==> src/rtl/spi_master_link_if.sv <==
`default_nettype none
// ------------------------------------------------------------------
// spi_master_link_if : control-loop handshake plus SPI pins
// Revision: 1.0
// ------------------------------------------------------------------
interface spi_master_link_if;
  logic        start;
  logic [15:0] pitch_pwm;
  logic [15:0] yaw_pwm;
  logic        busy;
  logic        done;
  logic [15:0] pitch_enc;
  logic [15:0] yaw_enc;
  logic        SPI_CLK;
  logic        SPI_PICO;
  logic        SPI_CS;
  logic        SPI_POCI;

  modport master (
    input  start, pitch_pwm, yaw_pwm, SPI_POCI,
    output busy, done, pitch_enc, yaw_enc, SPI_CLK, SPI_PICO, SPI_CS
  );

  modport slave (
    output start, pitch_pwm, yaw_pwm, SPI_POCI,
    input  busy, done, pitch_enc, yaw_enc, SPI_CLK, SPI_PICO, SPI_CS
  );
endinterface
`default_nettype wire

==> src/rtl/spi_master_link.sv <==
`default_nettype none
// ------------------------------------------------------------------
// spi_master_link : SPI mode-0 master, 4 one-byte frames per start
// Revision: 1.0
// ------------------------------------------------------------------
module spi_master_link #(
  parameter int CLK_DIV    = 8,
  parameter int GAP_CYCLES = 8
) (
  input  logic              clk,
  input  logic              rst,
  spi_master_link_if.master bus
);
  // A single down-counter times every phase, so it covers the longer of the two.
  localparam int               CNT_MAX  = (CLK_DIV > GAP_CYCLES) ? CLK_DIV : GAP_CYCLES;
  localparam int               CNT_W    = $clog2(CNT_MAX);
  localparam logic [CNT_W-1:0] DIV_LOAD = CNT_W'(CLK_DIV - 1);
  localparam logic [CNT_W-1:0] GAP_LOAD = CNT_W'(GAP_CYCLES - 1);
  localparam logic [CNT_W-1:0] CNT_ONE  = CNT_W'(1);

  typedef enum logic [2:0] {
    S_IDLE     = 3'd0,
    S_CS_SETUP = 3'd1,
    S_SHIFT    = 3'd2,
    S_CS_HOLD  = 3'd3,
    S_GAP      = 3'd4
  } state_t;

  state_t           state_q, state_d;
  logic [CNT_W-1:0] cnt_q, cnt_d;
  logic [2:0]       bit_q, bit_d;
  logic [1:0]       frame_q, frame_d;
  logic             high_q, high_d;
  logic [31:0]      tx_q, tx_d;
  logic [7:0]       rx_q, rx_d;
  logic [31:0]      rx_bytes_q, rx_bytes_d;
  logic [15:0]      pitch_enc_q, pitch_enc_d;
  logic [15:0]      yaw_enc_q, yaw_enc_d;
  logic             busy_q, busy_d;
  logic             done_q, done_d;
  logic             sclk_q, sclk_d;
  logic             cs_q, cs_d;
  logic             poci_s1_q, poci_s1_d;
  logic             poci_s2_q, poci_s2_d;
  logic             cnt_zero;

  assign cnt_zero = (cnt_q == '0);

  always_comb begin
    state_d     = state_q;
    cnt_d       = cnt_zero ? cnt_q : cnt_q - CNT_ONE;
    bit_d       = bit_q;
    frame_d     = frame_q;
    high_d      = high_q;
    tx_d        = tx_q;
    rx_d        = rx_q;
    rx_bytes_d  = rx_bytes_q;
    pitch_enc_d = pitch_enc_q;
    yaw_enc_d   = yaw_enc_q;
    busy_d      = busy_q;
    done_d      = 1'b0;
    sclk_d      = sclk_q;
    cs_d        = cs_q;
    poci_s1_d   = bus.SPI_POCI;
    poci_s2_d   = poci_s1_q;

    case (state_q)
      S_IDLE: begin
        if (bus.start) begin
          tx_d    = {bus.pitch_pwm, bus.yaw_pwm};
          frame_d = 2'd0;
          bit_d   = 3'd7;
          cnt_d   = DIV_LOAD;
          busy_d  = 1'b1;
          cs_d    = 1'b0;
          state_d = S_CS_SETUP;
        end
      end
      S_CS_SETUP: begin
        if (cnt_zero) begin
          cnt_d   = DIV_LOAD;
          high_d  = 1'b1;
          sclk_d  = 1'b1;
          rx_d    = {rx_q[6:0], poci_s2_q};
          state_d = S_SHIFT;
        end
      end
      S_SHIFT: begin
        if (cnt_zero) begin
          cnt_d = DIV_LOAD;
          if (high_q) begin
            // Falling edge: PICO always shows tx_q[31], so shifting presents the next bit.
            high_d = 1'b0;
            sclk_d = 1'b0;
            tx_d   = {tx_q[30:0], 1'b0};
          end else if (bit_q == 3'd0) begin
            state_d = S_CS_HOLD;
          end else begin
            bit_d  = bit_q - 3'd1;
            high_d = 1'b1;
            sclk_d = 1'b1;
            rx_d   = {rx_q[6:0], poci_s2_q};
          end
        end
      end
      S_CS_HOLD: begin
        if (cnt_zero) begin
          cnt_d   = GAP_LOAD;
          cs_d    = 1'b1;
          state_d = S_GAP;
          case (frame_q)
            2'd0:    rx_bytes_d[31:24] = rx_q;
            2'd1:    rx_bytes_d[23:16] = rx_q;
            2'd2:    rx_bytes_d[15:8]  = rx_q;
            default: rx_bytes_d[7:0]   = rx_q;
          endcase
        end
      end
      S_GAP: begin
        if (cnt_zero) begin
          if (frame_q == 2'd3) begin
            pitch_enc_d = rx_bytes_q[31:16];
            yaw_enc_d   = rx_bytes_q[15:0];
            done_d      = 1'b1;
            busy_d      = 1'b0;
            state_d     = S_IDLE;
          end else begin
            frame_d = frame_q + 2'd1;
            bit_d   = 3'd7;
            cnt_d   = DIV_LOAD;
            cs_d    = 1'b0;
            state_d = S_CS_SETUP;
          end
        end
      end
      default: state_d = S_IDLE;
    endcase
  end

  always_ff @(posedge clk) begin
    if (rst) begin
      state_q     <= S_IDLE;
      cnt_q       <= '0;
      bit_q       <= 3'd0;
      frame_q     <= 2'd0;
      high_q      <= 1'b0;
      tx_q        <= 32'd0;
      rx_q        <= 8'd0;
      rx_bytes_q  <= 32'd0;
      pitch_enc_q <= 16'd0;
      yaw_enc_q   <= 16'd0;
      busy_q      <= 1'b0;
      done_q      <= 1'b0;
      sclk_q      <= 1'b0;
      cs_q        <= 1'b1;
      poci_s1_q   <= 1'b0;
      poci_s2_q   <= 1'b0;
    end else begin
      state_q     <= state_d;
      cnt_q       <= cnt_d;
      bit_q       <= bit_d;
      frame_q     <= frame_d;
      high_q      <= high_d;
      tx_q        <= tx_d;
      rx_q        <= rx_d;
      rx_bytes_q  <= rx_bytes_d;
      pitch_enc_q <= pitch_enc_d;
      yaw_enc_q   <= yaw_enc_d;
      busy_q      <= busy_d;
      done_q      <= done_d;
      sclk_q      <= sclk_d;
      cs_q        <= cs_d;
      poci_s1_q   <= poci_s1_d;
      poci_s2_q   <= poci_s2_d;
    end
  end

  assign bus.busy      = busy_q;
  assign bus.done      = done_q;
  assign bus.pitch_enc = pitch_enc_q;
  assign bus.yaw_enc   = yaw_enc_q;
  assign bus.SPI_CLK   = sclk_q;
  assign bus.SPI_PICO  = tx_q[31];
  assign bus.SPI_CS    = cs_q;
endmodule
`default_nettype wire
==> src/flat_wrapper.sv <==
// flat-port wrapper written by rule: the top's interface ports become plain ports
module spi_master_link_flat 
#(
  parameter int CLK_DIV    = 8,
  parameter int GAP_CYCLES = 8
)
  (clk, rst, bus_start, bus_pitch_pwm, bus_yaw_pwm, bus_SPI_POCI, bus_busy, bus_done, bus_pitch_enc, bus_yaw_enc, bus_SPI_CLK, bus_SPI_PICO, bus_SPI_CS);
  spi_master_link_if bus_i ();
  input  logic clk;
  input  logic rst;
  input wire logic [$bits(bus_i.start)-1:0] bus_start;
  input wire logic [$bits(bus_i.pitch_pwm)-1:0] bus_pitch_pwm;
  input wire logic [$bits(bus_i.yaw_pwm)-1:0] bus_yaw_pwm;
  input wire logic [$bits(bus_i.SPI_POCI)-1:0] bus_SPI_POCI;
  output wire logic [$bits(bus_i.busy)-1:0] bus_busy;
  output wire logic [$bits(bus_i.done)-1:0] bus_done;
  output wire logic [$bits(bus_i.pitch_enc)-1:0] bus_pitch_enc;
  output wire logic [$bits(bus_i.yaw_enc)-1:0] bus_yaw_enc;
  output wire logic [$bits(bus_i.SPI_CLK)-1:0] bus_SPI_CLK;
  output wire logic [$bits(bus_i.SPI_PICO)-1:0] bus_SPI_PICO;
  output wire logic [$bits(bus_i.SPI_CS)-1:0] bus_SPI_CS;
  assign bus_i.start = bus_start;
  assign bus_i.pitch_pwm = bus_pitch_pwm;
  assign bus_i.yaw_pwm = bus_yaw_pwm;
  assign bus_i.SPI_POCI = bus_SPI_POCI;
  assign bus_busy = bus_i.busy;
  assign bus_done = bus_i.done;
  assign bus_pitch_enc = bus_i.pitch_enc;
  assign bus_yaw_enc = bus_i.yaw_enc;
  assign bus_SPI_CLK = bus_i.SPI_CLK;
  assign bus_SPI_PICO = bus_i.SPI_PICO;
  assign bus_SPI_CS = bus_i.SPI_CS;
  spi_master_link #(.CLK_DIV(CLK_DIV), .GAP_CYCLES(GAP_CYCLES)) u_core (.clk(clk), .rst(rst), .bus(bus_i));
endmodule
==> config.mk <==
export PLATFORM = sky130hd
export DESIGN_NAME = spi_master_link_flat
export DESIGN_NICKNAME = d
export VERILOG_FILES = /design/src/rtl/spi_master_link_if.sv /design/src/rtl/spi_master_link.sv /design/src/flat_wrapper.sv
export SDC_FILE = /design/constraint.sdc
export NUM_CORES = 1
export LEC_CHECK = 0
export BUFFER_PORTS_ARGS = -buffer_cell sky130_fd_sc_hd__buf_2
export CAP_MARGIN = 5
export CELL_PAD_IN_SITES_DETAIL_PLACEMENT = 1
export CELL_PAD_IN_SITES_GLOBAL_PLACEMENT = 2
export CORE_ASPECT_RATIO = 1.25
export CORE_MARGIN = 3
export CORE_UTILIZATION = 30
export CTS_CLUSTER_DIAMETER = 80
export DETAILED_ROUTE_END_ITERATION = 12
export PLACE_DENSITY = 0.7
export RECOVER_POWER = 50
export SETUP_SLACK_MARGIN = 0.05
export SYNTH_ARGS = -nofsm -noshare
export SYNTH_HDL_FRONTEND = slang
export SYNTH_SLANG_ARGS = --single-unit
==> constraint.sdc <==
create_clock -name clk -period 2 [get_ports clk]
set_input_delay 0.4 -clock clk [delete_from_list [all_inputs] [get_ports clk]]
set_output_delay 0.4 -clock clk [all_outputs]
set_load 0.1 [all_outputs]
==> metrics.md, run 1 <==
| Metric | Value |
|---|---|
| Most common cell after layout, fill and taps aside | dfxtp_1 |
| Comb pwr share | 20.1% |
| Sequential cell area fraction in the yosys report | 47.8% |
| Cells after synthesis | 536 |
| Share of cells above drive strength 1 | 22.0% |
| Clk_skew | 9.82 ps |
| Fraction of registers with async set/reset | 0% |
| Crit path required time | 2300 ps |
| Die height | 152 um |
| Worst Setup Path Type | register to register |
| Synth area leader | dfxtp_1 |
| Die area | 0.0186 mm^2 |
| RSZ-0062 raised after global routing | false |
| CTS root buf | clkbuf_16 |
| Number of synthesized flops with an enable pin | 0 |
| Row cnt | 52 |
| Pin count of the biggest net entering global routing | 51 |
| Hold Crit Start | bus_SPI_POCI |
| Setup ws final | 150 ps |
| Setup_tns | 0 ps |
| Dpl cells | 803 |
| Final wirelength | 12300 um |
| Clock group share of total power | 42.8% |
| IO Count | 73 |
| Net Sw Power | 2.28 mW |
| Layout area overhead | 24.2% |
| Post-synth top flop | dfxtp_1 |
| Vias in the first global route | 4171 |
| Reg2reg start | u_core.bit_q[0] |
| Mapped Avg Cell Area | 9.53 um^2 |
| Unique masters post-synth | 46 |
| Fmax | 541 MHz |
| Overflow after GRT | 0 |
| Sw frac | 29.5% |
| Fin crit share | 92.5% |
| Worst R2R Path Depth | 6 |
| Status | finished, final reports clean |
| Post CTS Setup Buffer Count | 0 |
| Yosys reg bits | 122 |
| Avg WL per Cell | 14.7 um |
| Slew Viols, Final | 0 |
| Worst-case clock buffer depth | 2 |
| Hold Violations, Final | 0 |
| Register area | 0.00244 mm^2 |
| Synth area leaders | dfxtp_1 48%, mux2i_1 14%, nor2_1 5.4% |
| RR Endpoint | u_core.bit_q[1] |
| GP Congestion | 0.739 |
| Num CTS Buffers | 17 |
| Fin cells | 835 |
| Critical path endpoint category | register |
| Reg-to-reg setup timing slack | 150 ps |
| Synth Net Count | 581 |
| Leakage power | 2.63 nW |
| Port Buf Inserts | 72 |
| Vias per inst | 4.78 |
| First-pass iteration count of the detailed router | 5 |
| CTS tree | done |
| Hpwl dp | 8430 um |
| Pwr dens | 1220 mW/mm^2 |
| Ys Warns | 0 |
| Clock sinks | 122 |
| Hold WC Path Type | primary input to register |
| Pint | 5.47 mW |
| DRT iter0 DRCs | 148 |
| Worst Tran Pin Value | 968 ps |
| Syn Std Cell Area | 0.00511 mm^2 |
| WHS Path Cells | 2 |
| Slew headroom | 35.4% |
| Initial Util | 31.0% |
| Clock slew at reported path FFs | 60 ps |
| Peak VDD IR | 0.499 mV |
| CTS Hold Bufs | 0 |
| Core area | 0.0165 mm^2 |
| Flop pwr share | 37.1% |
| Most frequent cells in the layout | 121 x dfxtp_1, 74 x nor2_1, 73 x mux2i_1 |
| # Max-Cap Violations | 0 |
| Detailed-route via count | 3990 |
| # fillers | 1906 |
| CP Launch Type | register |
| NumNets Final | 651 |
| GRT Util Overall | 14.0% |
| Yosys top cell area share | 47.8% |
| Multi-input gate area | 0.00244 mm^2 |
| Antenna viol nets, final | 0 |
| Worst EP arrival | 2150 ps |
| CP max FO | 4 |
| ANT cells | 0 |
| Worst skew pair latency | 410 ps |
| Setup-failing EPs final | 0 |
| DP Worst Slack | 51.4 ps |
| Die width | 123 um |
| Tmin final | 1850 ps |
| H-tree depth | 4 |
| DRC viols | 0 |
| Global-route wire length before repair | 21000 um |
| Initial antenna violation count | 1 |
| Worst Hold End | u_core.poci_s1_q |
## cell type report
class                           instances  area share [%]
Tap cell                              216            4.26
Timing Repair Buffer                   90            8.18
Sequential cell                       122            38.5
Multi-Input combinational cell        367            38.4
Clock inverter                         13            3.02
Clock buffer                           19            7.14
Inverter                                8           0.473
## power by group through the flow
stage / Sequential (mW) / Combinational, mW / Clock (mW)
2_1_floorplan: 3.00 / 1.14 / 0
5_1_grt: 2.92 / 1.74 / 3.54
3_3_place_gp: 2.91 / 1.54 / 0
6_report: 2.88 / 1.56 / 3.32
4_1_cts: 2.87 / 1.60 / 3.41
3_5_place_dp: 2.92 / 1.59 / 0
## sequential cells by signal (all words and copies together) (netlist names), 2 cells and up
name	cells
u_core.bit_q	3
u_core.bus.pitch_enc	16
u_core.bus.yaw_enc	16
u_core.cnt_q	3
u_core.frame_q	2
u_core.rx_bytes_q	32
u_core.rx_q	8
u_core.state_q	3
u_core.tx_q	32
## Yosys cell counts (all sizes together), types with 4 or more instances
cell / number
nand3: 5
inv: 8
nand4: 4
dfxtp: 122
a211oi: 32
o21ai: 5
nand2: 70
buf: 23
mux2i: 73
a21oi: 44
ha: 9
nor2b: 6
nand2b: 16
nor2: 74
clkbuf: 16
## per-stage QoR
stage / util [%] / power (mW) / instance area, um^2 / hold WS, ps
2_1_floorplan: - / 4.14 / 5110 / 414
3_3_place_gp: 34.7 / 4.45 / 5710 / 432
3_5_place_dp: 34.7 / 4.51 / 5710 / 435
4_1_cts: 38.6 / 7.88 / 6360 / 205
5_1_grt: 38.5 / 8.19 / 6340 / 235
6_report: 38.5 / 7.76 / 6340 / 219
## routing by layer
layer  part of all wire (%)  wire [um]  global-route usage, %
met1                     42       5190                   16.4
met2                     51       6270                   23.6
met3                    4.9        599                   4.35
met4                    1.4        176                   5.44
met5                   0.16         20                      0
## logic make-up (layout without fill, tap and decap cells)
family	count (synthesis)	after routing	share of synthesized area, %
simple gates	190	190	18.4
flops	122	122	47.8
compound gates	92	92	11.5
mux	74	74	14.6
buf+inv	47	130	5.10
fa+ha+maj	9	9	2.20
xor+xnor	2	2	0.343
## critical path, stage by stage, from the launching register on
cell	delay (ps)
dfxtp_2	330
inv_1	60
ha_1	210
nor2b_4	140
or3_1	310
a211o_1	370
mux2_4	310
## how the worst max path moves through the flow
| stage | start | endpoint | slack, ps |
|---|---|---|---|
| after floorplan | u_core.cnt_q[0] | u_core.bit_q[1] | 230 |
| after global placement | u_core.cnt_q[0] | u_core.bit_q[1] | 90 |
| after detailed placement | u_core.cnt_q[0] | u_core.bit_q[1] | 50 |
| after CTS | u_core.bit_q[0] | u_core.bit_q[1] | 120 |
| after global routing | u_core.cnt_q[0] | u_core.tx_q[3] | 40 |
| final | u_core.bit_q[0] | u_core.bit_q[1] | 150 |
## what timing repair did
item / in CTS / in global routing
cloned: 0 / 0
gates resized for setup: 1 / 6
setup endpoints to repair: 1 / 16
pin swaps: 0 / 1
endpoints found under the hold margin: 0 / 0
(Power assumes the default switching activity.)
==> inputs of run 2 (changes only) <==
--- a/config.mk
+++ b/config.mk
@@ -14,7 +14,7 @@
 export CORE_UTILIZATION = 30
 export CTS_CLUSTER_DIAMETER = 80
 export DETAILED_ROUTE_END_ITERATION = 12
-export PLACE_DENSITY = 0.7
+export PLACE_DENSITY_LB_ADDON = 0.1
 export RECOVER_POWER = 50
 export SETUP_SLACK_MARGIN = 0.05
 export SYNTH_ARGS = -nofsm -noshare
==> run 2 against run 1 <==
Against the previous run:
- worst setup slack improved by 10 ps
- clock power barely moved
- worst hold slack improved by 1.4 ps
- non-clock buffer count rose by 5
- combinational power rose by 8%
- critical endpoint unchanged
- largest cell class unchanged
==> metrics.md, run 2 (synthesis results as in run 1) <==
| Metric | Value |
|---|---|
| Hold Crit Start | bus_SPI_POCI |
| First-pass iteration count of the detailed router | 4 (-1) |
| Share of cells above drive strength 1 | 22.1% (+0.14 points) |
| Fin crit share | 92.0% (-0.52 points) |
| Hold WC Path Type | primary input to register |
| CTS tree | done |
| Detailed-route via count | 3978 (-0.30%) |
| Die area | 0.0186 mm^2 (unchanged) |
| RR Endpoint | u_core.bit_q[1] |
| # fillers | 1892 (-0.73%) |
| Port Buf Inserts | 72 (unchanged) |
| Most frequent cells in the layout | 122 x dfxtp_1, 74 x nor2_1, 73 x mux2i_1 |
| Clk_skew | 13.4 ps (+3.61 ps) |
| Flop pwr share | 36.5% (-0.6 points) |
| RSZ-0062 raised after global routing | false |
| Power consumption | 7.85 mW (+1.3%) |
| Final core utilization | 39.0% (+0.50 points) |
| Worst Setup Path Type | register to register |
| Worst R2R Path Depth | 6 (unchanged) |
| Die height | 152 um (unchanged) |
| Setup_tns | 0 ps (unchanged) |
| GP Congestion | 0.760 (+2.8%) |
| CP max FO | 4 (unchanged) |
| Largest delay contributor family on the critical path | simple AND/OR/NAND/NOR gates |
| Leakage power | 2.68 nW (+1.9%) |
| Most common cell after layout, fill and taps aside | dfxtp_1 |
| Global-route wire length before repair | 21000 um (+0.26%) |
| Clock slew at reported path FFs | 60 ps (about the same) |
| Worst skew pair latency | 420 ps (about the same) |
| Fmax | 544 MHz (+0.56%) |
| Critical path endpoint category | register |
| Peak VDD IR | 0.473 mV (-5.3%) |
| H-tree depth | 4 (unchanged) |
| Sw frac | 28.5% (-0.94 points) |
| DRC viols | 0 (unchanged) |
| Worst Tran Pin Value | 768 ps (-200 ps) |
| Reg-to-reg setup timing slack | 160 ps (about the same) |
| Crit path required time | 2310 ps (about the same) |
| Die width | 123 um (unchanged) |
| Initial Util | 31.0% (unchanged) |
| Final wirelength | 12600 um (+3.1%) |
| ANT cells | 0 (unchanged) |
| Slew Viols, Final | 0 (unchanged) |
| Avg WL per Cell | 15.1 um (+2.5%) |
| Hpwl dp | 8710 um (+3.3%) |
| Hold Violations, Final | 0 (unchanged) |
| Pwr dens | 1220 mW/mm^2 (about the same) |
| Pin count of the biggest net entering global routing | 64 (+25%) |
| # Max-Cap Violations | 0 (unchanged) |
| Worst-case clock buffer depth | 2 (unchanged) |
| Pint | 5.61 mW (+2.6%) |
| Overflow after GRT | 0 (unchanged) |
| CTS root buf | clkbuf_16 |
| Finished Cell Area | 0.00643 mm^2 (+1.3%) |
| Net Sw Power | 2.24 mW (-1.9%) |
| Setup-failing EPs final | 0 (unchanged) |
| Status | finished, final reports clean |
| Layout area overhead | 25.8% |
| Initial antenna violation count | 1 (unchanged) |
| Vias in the first global route | 4201 (+0.72%) |
| Critical-path cell list | inv_1 -> ha_1 -> nor2b_1 -> or3_1 -> a211o_1 -> mux2_4 |
| Crit. path cell count | 6 (unchanged) |
| WHS Path Cells | 2 (unchanged) |
| Clock sinks | 122 (unchanged) |
| CP Launch Type | register |
| Comb pwr share | 21.5% (+1.4 points) |
| CP bufs+invs | 1 (unchanged) |
| Clock group share of total power | 42.0% (-0.8 points) |
| IO Count | 73 (unchanged) |
| DRT iter0 DRCs | 108 (-27%) |
| NumNets Final | 656 (+0.77%) |
| Vias per inst | 4.74 (-0.89%) |
| Largest registers | u_core.rx_bytes_q (32), u_core.tx_q (32) |
| Row cnt | 52 (unchanged) |
| Antenna viol nets, final | 0 (unchanged) |
| Worst Hold End | u_core.poci_s1_q |
| CTS Hold Bufs | 0 (unchanged) |
| Reg2reg start | u_core.bit_q[0] |
| Tmin final | 1840 ps (-10.3 ps) |
| Worst EP arrival | 2140 ps (about the same) |
| Max stage delay on crit path | 330 ps (-40 ps) |
| Slew headroom | 48.8% (+13 points) |
| Num CTS Buffers | 17 (unchanged) |
| Core area | 0.0165 mm^2 (unchanged) |
| Worst path slowest cell | or3_1 |
| Placed Area | 0.00576 mm^2 (+0.83%) |
| GRT Util Overall | 14.1% (+0.081 points) |
-- run 2: final cells by class --
| class | count | area, um^2 | area share [%] |
|---|---|---|---|
| repair buffers | 95 | 613 | 9.54 |
| clock inverters | 10 | 164 | 2.55 |
| inverters | 8 | 30.0 | 0.467 |
| multi-input cells | 367 | 2420 | 37.7 |
| well taps | 216 | 270 | 4.20 |
| flip-flops and latches | 122 | 2440 | 38.0 |
| clock buffers | 22 | 484 | 7.53 |
-- run 2: how the worst max path moves through the flow --
| stage | slack [ps] | endpoint | start |
|---|---|---|---|
| finish | 160 | u_core.bit_q[1] | u_core.bit_q[0] |
| detailed placement | 20 | u_core.bit_q[1] | u_core.cnt_q[0] |
| global placement | 110 | u_core.bit_q[1] | u_core.cnt_q[0] |
| floorplan | 230 | u_core.bit_q[1] | u_core.cnt_q[0] |
| global route | 60 | u_core.tx_q[21] | u_core.state_q[1] |
| CTS | 110 | u_core.bus.yaw_enc[7] | u_core.cnt_q[0] |
-- run 2: metrics by stage --
stage | hold slack (ps) | std cells | setup slack [ps]
3_3_place_gp | 430 | 806 | 111
3_5_place_dp | 432 | 806 | 20.7
2_1_floorplan | 414 | 536 | 232
6_report | 220 | 840 | 161
5_1_grt | 231 | 840 | 58.8
4_1_cts | 216 | 838 | 109
-- run 2: routing by layer --
metal,vias up,global-route usage (%),wire length (um)
li1,2004,-,-
met3,15,4.65,560
met4,2,4.48,148
met5,-,0,20
met2,79,23.5,6260
met1,1878,17.0,5650
-- run 2: power by group through the flow --
stage | clock, mW | sequential (mW) | combinational, mW
2_1_floorplan | 0 | 3.00 | 1.14
3_3_place_gp | 0 | 2.91 | 1.62
3_5_place_dp | 0 | 2.91 | 1.65
4_1_cts | 3.41 | 2.87 | 1.67
5_1_grt | 3.52 | 2.90 | 1.87
6_report | 3.30 | 2.86 | 1.69
-- run 2: timing repair --
item / in CTS / in global routing
setup endpoints to repair: 1 / 38
gates resized for setup: 1 / 2
setup buffers: 0 / 1
gates cloned: 0 / 1
==> inputs of run 3 (changes only) <==
--- a/config.mk
+++ b/config.mk
@@ -7,14 +7,11 @@
 export LEC_CHECK = 0
 export BUFFER_PORTS_ARGS = -buffer_cell sky130_fd_sc_hd__buf_2
 export CAP_MARGIN = 5
-export CELL_PAD_IN_SITES_DETAIL_PLACEMENT = 1
-export CELL_PAD_IN_SITES_GLOBAL_PLACEMENT = 2
 export CORE_ASPECT_RATIO = 1.25
 export CORE_MARGIN = 3
 export CORE_UTILIZATION = 30
 export CTS_CLUSTER_DIAMETER = 80
 export DETAILED_ROUTE_END_ITERATION = 12
-export PLACE_DENSITY_LB_ADDON = 0.1
 export RECOVER_POWER = 50
 export SETUP_SLACK_MARGIN = 0.05
 export SYNTH_ARGS = -nofsm -noshare
==> constraint.sdc (replaced) <==
create_clock -name clk -period 1.9 [get_ports clk]
set_input_delay 0.38 -clock clk [delete_from_list [all_inputs] [get_ports clk]]
set_output_delay 0.38 -clock clk [all_outputs]
set_load 0.1 [all_outputs]
==> run 3 against run 2 <==
Against the previous run:
- cell count decreased by 0.24%
- worst setup slack worse by 61 ps
- clock power is 6.1% higher
- clock skew down 7.6 ps
- non-clock buffer count decreased by 2
- critical path depth unchanged
- register-to-register slack got worse by 60 ps
- fmax up 2.2%
- sequential power grew 5%
- count of clock-buffer cells in the layout down 1
- worst hold slack got worse by 28 ps
==> metrics.md, run 3 (synthesis results as in run 1) <==
| Metric | Value |
|---|---|
| RSZ-0062 raised after global routing | false |
| Hold Violations, Final | 0 (unchanged) |
| Setup-failing EPs final | 0 (unchanged) |
| Worst EP arrival | 2090 ps (-50 ps) |
| Die area | 0.0186 mm^2 (unchanged) |
| Most common cell after layout, fill and taps aside | dfxtp_1 |
| Met1 wire length | 4740 um (-16%) |
| Hold Crit Start | bus_SPI_POCI |
| Leakage power | 2.67 nW (-0.27%) |
| # fillers | 1601 (-15%) |
| ANT cells | 0 (unchanged) |
| Die width | 123 um (unchanged) |
| Worst path slowest cell | or3_1 |
| Fmax | 556 MHz (+2.2%) |
| Pin count of the biggest net entering global routing | 47 (-27%) |
| Core area | 0.0165 mm^2 (unchanged) |
| Row cnt | 52 (unchanged) |
| GRT Util Overall | 12.2% (-1.9 points) |
| Final core utilization | 39.2% (+0.11 points) |
| Metal2 WL | 5440 um (-13%) |
| Setup ws final | 100 ps (-60.6 ps) |
| Slew headroom | 34.3% (-14 points) |
| Peak VDD IR | 0.837 mV (+77%) |
| CP Launch Type | register |
| Share of cells above drive strength 1 | 22.8% (+0.71 points) |
| DP Worst Slack | 46.3 ps (+25.6 ps) |
| Layout area overhead | 26.2% |
| DRC viols | 0 (unchanged) |
| CTS tree | done |
| # Max-Cap Violations | 0 (unchanged) |
| H-tree depth | 4 (unchanged) |
| Status | finished, final reports clean |
| Initial Util | 31.0% (unchanged) |
| First-pass iteration count of the detailed router | 5 (+1) |
| Port Buf Inserts | 72 (unchanged) |
| Largest delay contributor family on the critical path | simple AND/OR/NAND/NOR gates |
| Avg WL per Cell | 13.1 um (-13%) |
| Post CTS Setup Buffer Count | 0 (unchanged) |
| DRT iter0 DRCs | 183 (+69%) |
| Clock sinks | 122 (unchanged) |
| Final wirelength | 11000 um (-13%) |
| IO Count | 73 (unchanged) |
| Fin crit share | 94.7% (+2.8 points) |
| Crit path required time | 2190 ps (-120 ps) |
| WHS Path Cells | 2 (unchanged) |
| NumNets Final | 654 (-0.30%) |
| Wire length on met3 | 612 um (+9.3%) |
| Vias in the first global route | 3885 (-7.5%) |
| RR Endpoint | u_core.bit_q[1] |
| Worst Setup Path Type | register to register |
| Placed Area | 0.00578 mm^2 (+0.43%) |
| Setup_tns | 0 ps (unchanged) |
| Detailed-route via count | 3918 (-1.5%) |
| Worst skew pair latency | 400 ps (-20 ps) |
| Largest registers | u_core.rx_bytes_q (32), u_core.tx_q (32) |
| Worst R2R Path Depth | 6 (unchanged) |
| Worst Tran Pin Value | 985 ps (+217 ps) |
| CP bufs+invs | 1 (unchanged) |
| Antenna viol nets, final | 0 (unchanged) |
| Critical-path cell list | inv_2 -> ha_2 -> nor2b_4 -> or3_1 -> a211o_1 -> mux2_4 |
| Die height | 152 um (unchanged) |
| Slew Viols, Final | 0 (unchanged) |
| Max layer used | met4 |
| Reg2reg start | u_core.bit_q[0] |
| CP max FO | 4 (unchanged) |
| Worst-case clock buffer depth | 2 (unchanged) |
| Pwr dens | 1290 mW/mm^2 (+5.2%) |
| Most frequent cells in the layout | 120 x dfxtp_1, 74 x nor2_1, 72 x mux2i_1 |
| Clock slew at reported path FFs | 50 ps (about the same) |
| Global-route wire length before repair | 18300 um (-13%) |
| Vias per inst | 4.68 (-1.3%) |
| Critical path endpoint category | register |
| Num CTS Buffers | 17 (unchanged) |
| Hold WC Path Type | primary input to register |
| CTS root buf | clkbuf_16 |
| Reg-to-reg setup timing slack | 100 ps (-60 ps) |
| Worst Hold End | u_core.poci_s1_q |
| GP Congestion | 0.796 (+4.7%) |
| Tmin final | 1800 ps (-39.4 ps) |
| Overflow after GRT | 0 (unchanged) |
| Finished Cell Area | 0.00644 mm^2 (+0.27%) |
| Hold_ws | 192 ps (-28.2 ps) |
| Fin cells | 838 (-0.24%) |
| Max stage delay on crit path | 350 ps (+20 ps) |
| Power consumption | 8.28 mW (+5.5%) |
| Dpl cells | 806 (unchanged) |
| Initial antenna violation count | 0 (-1) |
| Clk_skew | 5.86 ps (-7.57 ps) |
| Hpwl dp | 7730 um (-11%) |
[run 3: changes by cell type in the layout (fill, tap and decap cells not counted), sizes merged]
| cell | delta |
|---|---|
| buf | +2 |
| bufinv | +1 |
| clkbuf | -5 |
[run 3: cell type report]
cell class                      count  area [um^2]  share of cell area (%)
Sequential cell                   122         2440                    37.9
Multi-Input combinational cell    367         2440                    37.9
Timing Repair Buffer               93          614                    9.53
Clock buffer                       21          450                    6.99
Tap cell                          216          270                    4.19
Clock inverter                     11          194                    3.01
Inverter                            8         30.0                   0.466
[run 3: per-layer routing]
layer  vias to the layer above  GRT usage [%]
met3                        18           4.17
met4                         0           5.23
met2                        90           20.5
met1                      1807           13.9
li1                       2003              -
met5                         -              0
[run 3: worst reg2reg max path: stages, from the launching register on]
cell and delay (ps):
dfxtp_2 340, inv_2 50, ha_2 180, nor2b_4 140, or3_1 350, a211o_1 320, mux2_4 320
[run 3: timing repair]
action                     4_1_cts  5_1_grt
setup endpoints to repair        2       43
resized for setup                4        8
hold buffers                     0        0
pin swaps                        1        4
cloned                           0        0
[run 3: how the worst max path moves through the flow]
stage	start	to	slack, ps	cells after the start
detailed placement	u_core.cnt_q[0]	u_core.bit_q[1]	50	6
CTS	u_core.bit_q[0]	u_core.bit_q[1]	60	6
global placement	u_core.bit_q[0]	u_core.bit_q[1]	130	6
finish	u_core.bit_q[0]	u_core.bit_q[1]	100	6
global route	u_core.bit_q[1]	u_core.bit_q[1]	40	6
floorplan	u_core.cnt_q[0]	u_core.bit_q[1]	130	7
[run 3: where the power goes]
part	internal (mW)	total [mW]	switching (mW)	leakage [nW]
clock network	2.36	3.50	1.13	0.311
logic	0.764	1.78	1.01	1.36
registers	2.83	3.01	0.184	0.994
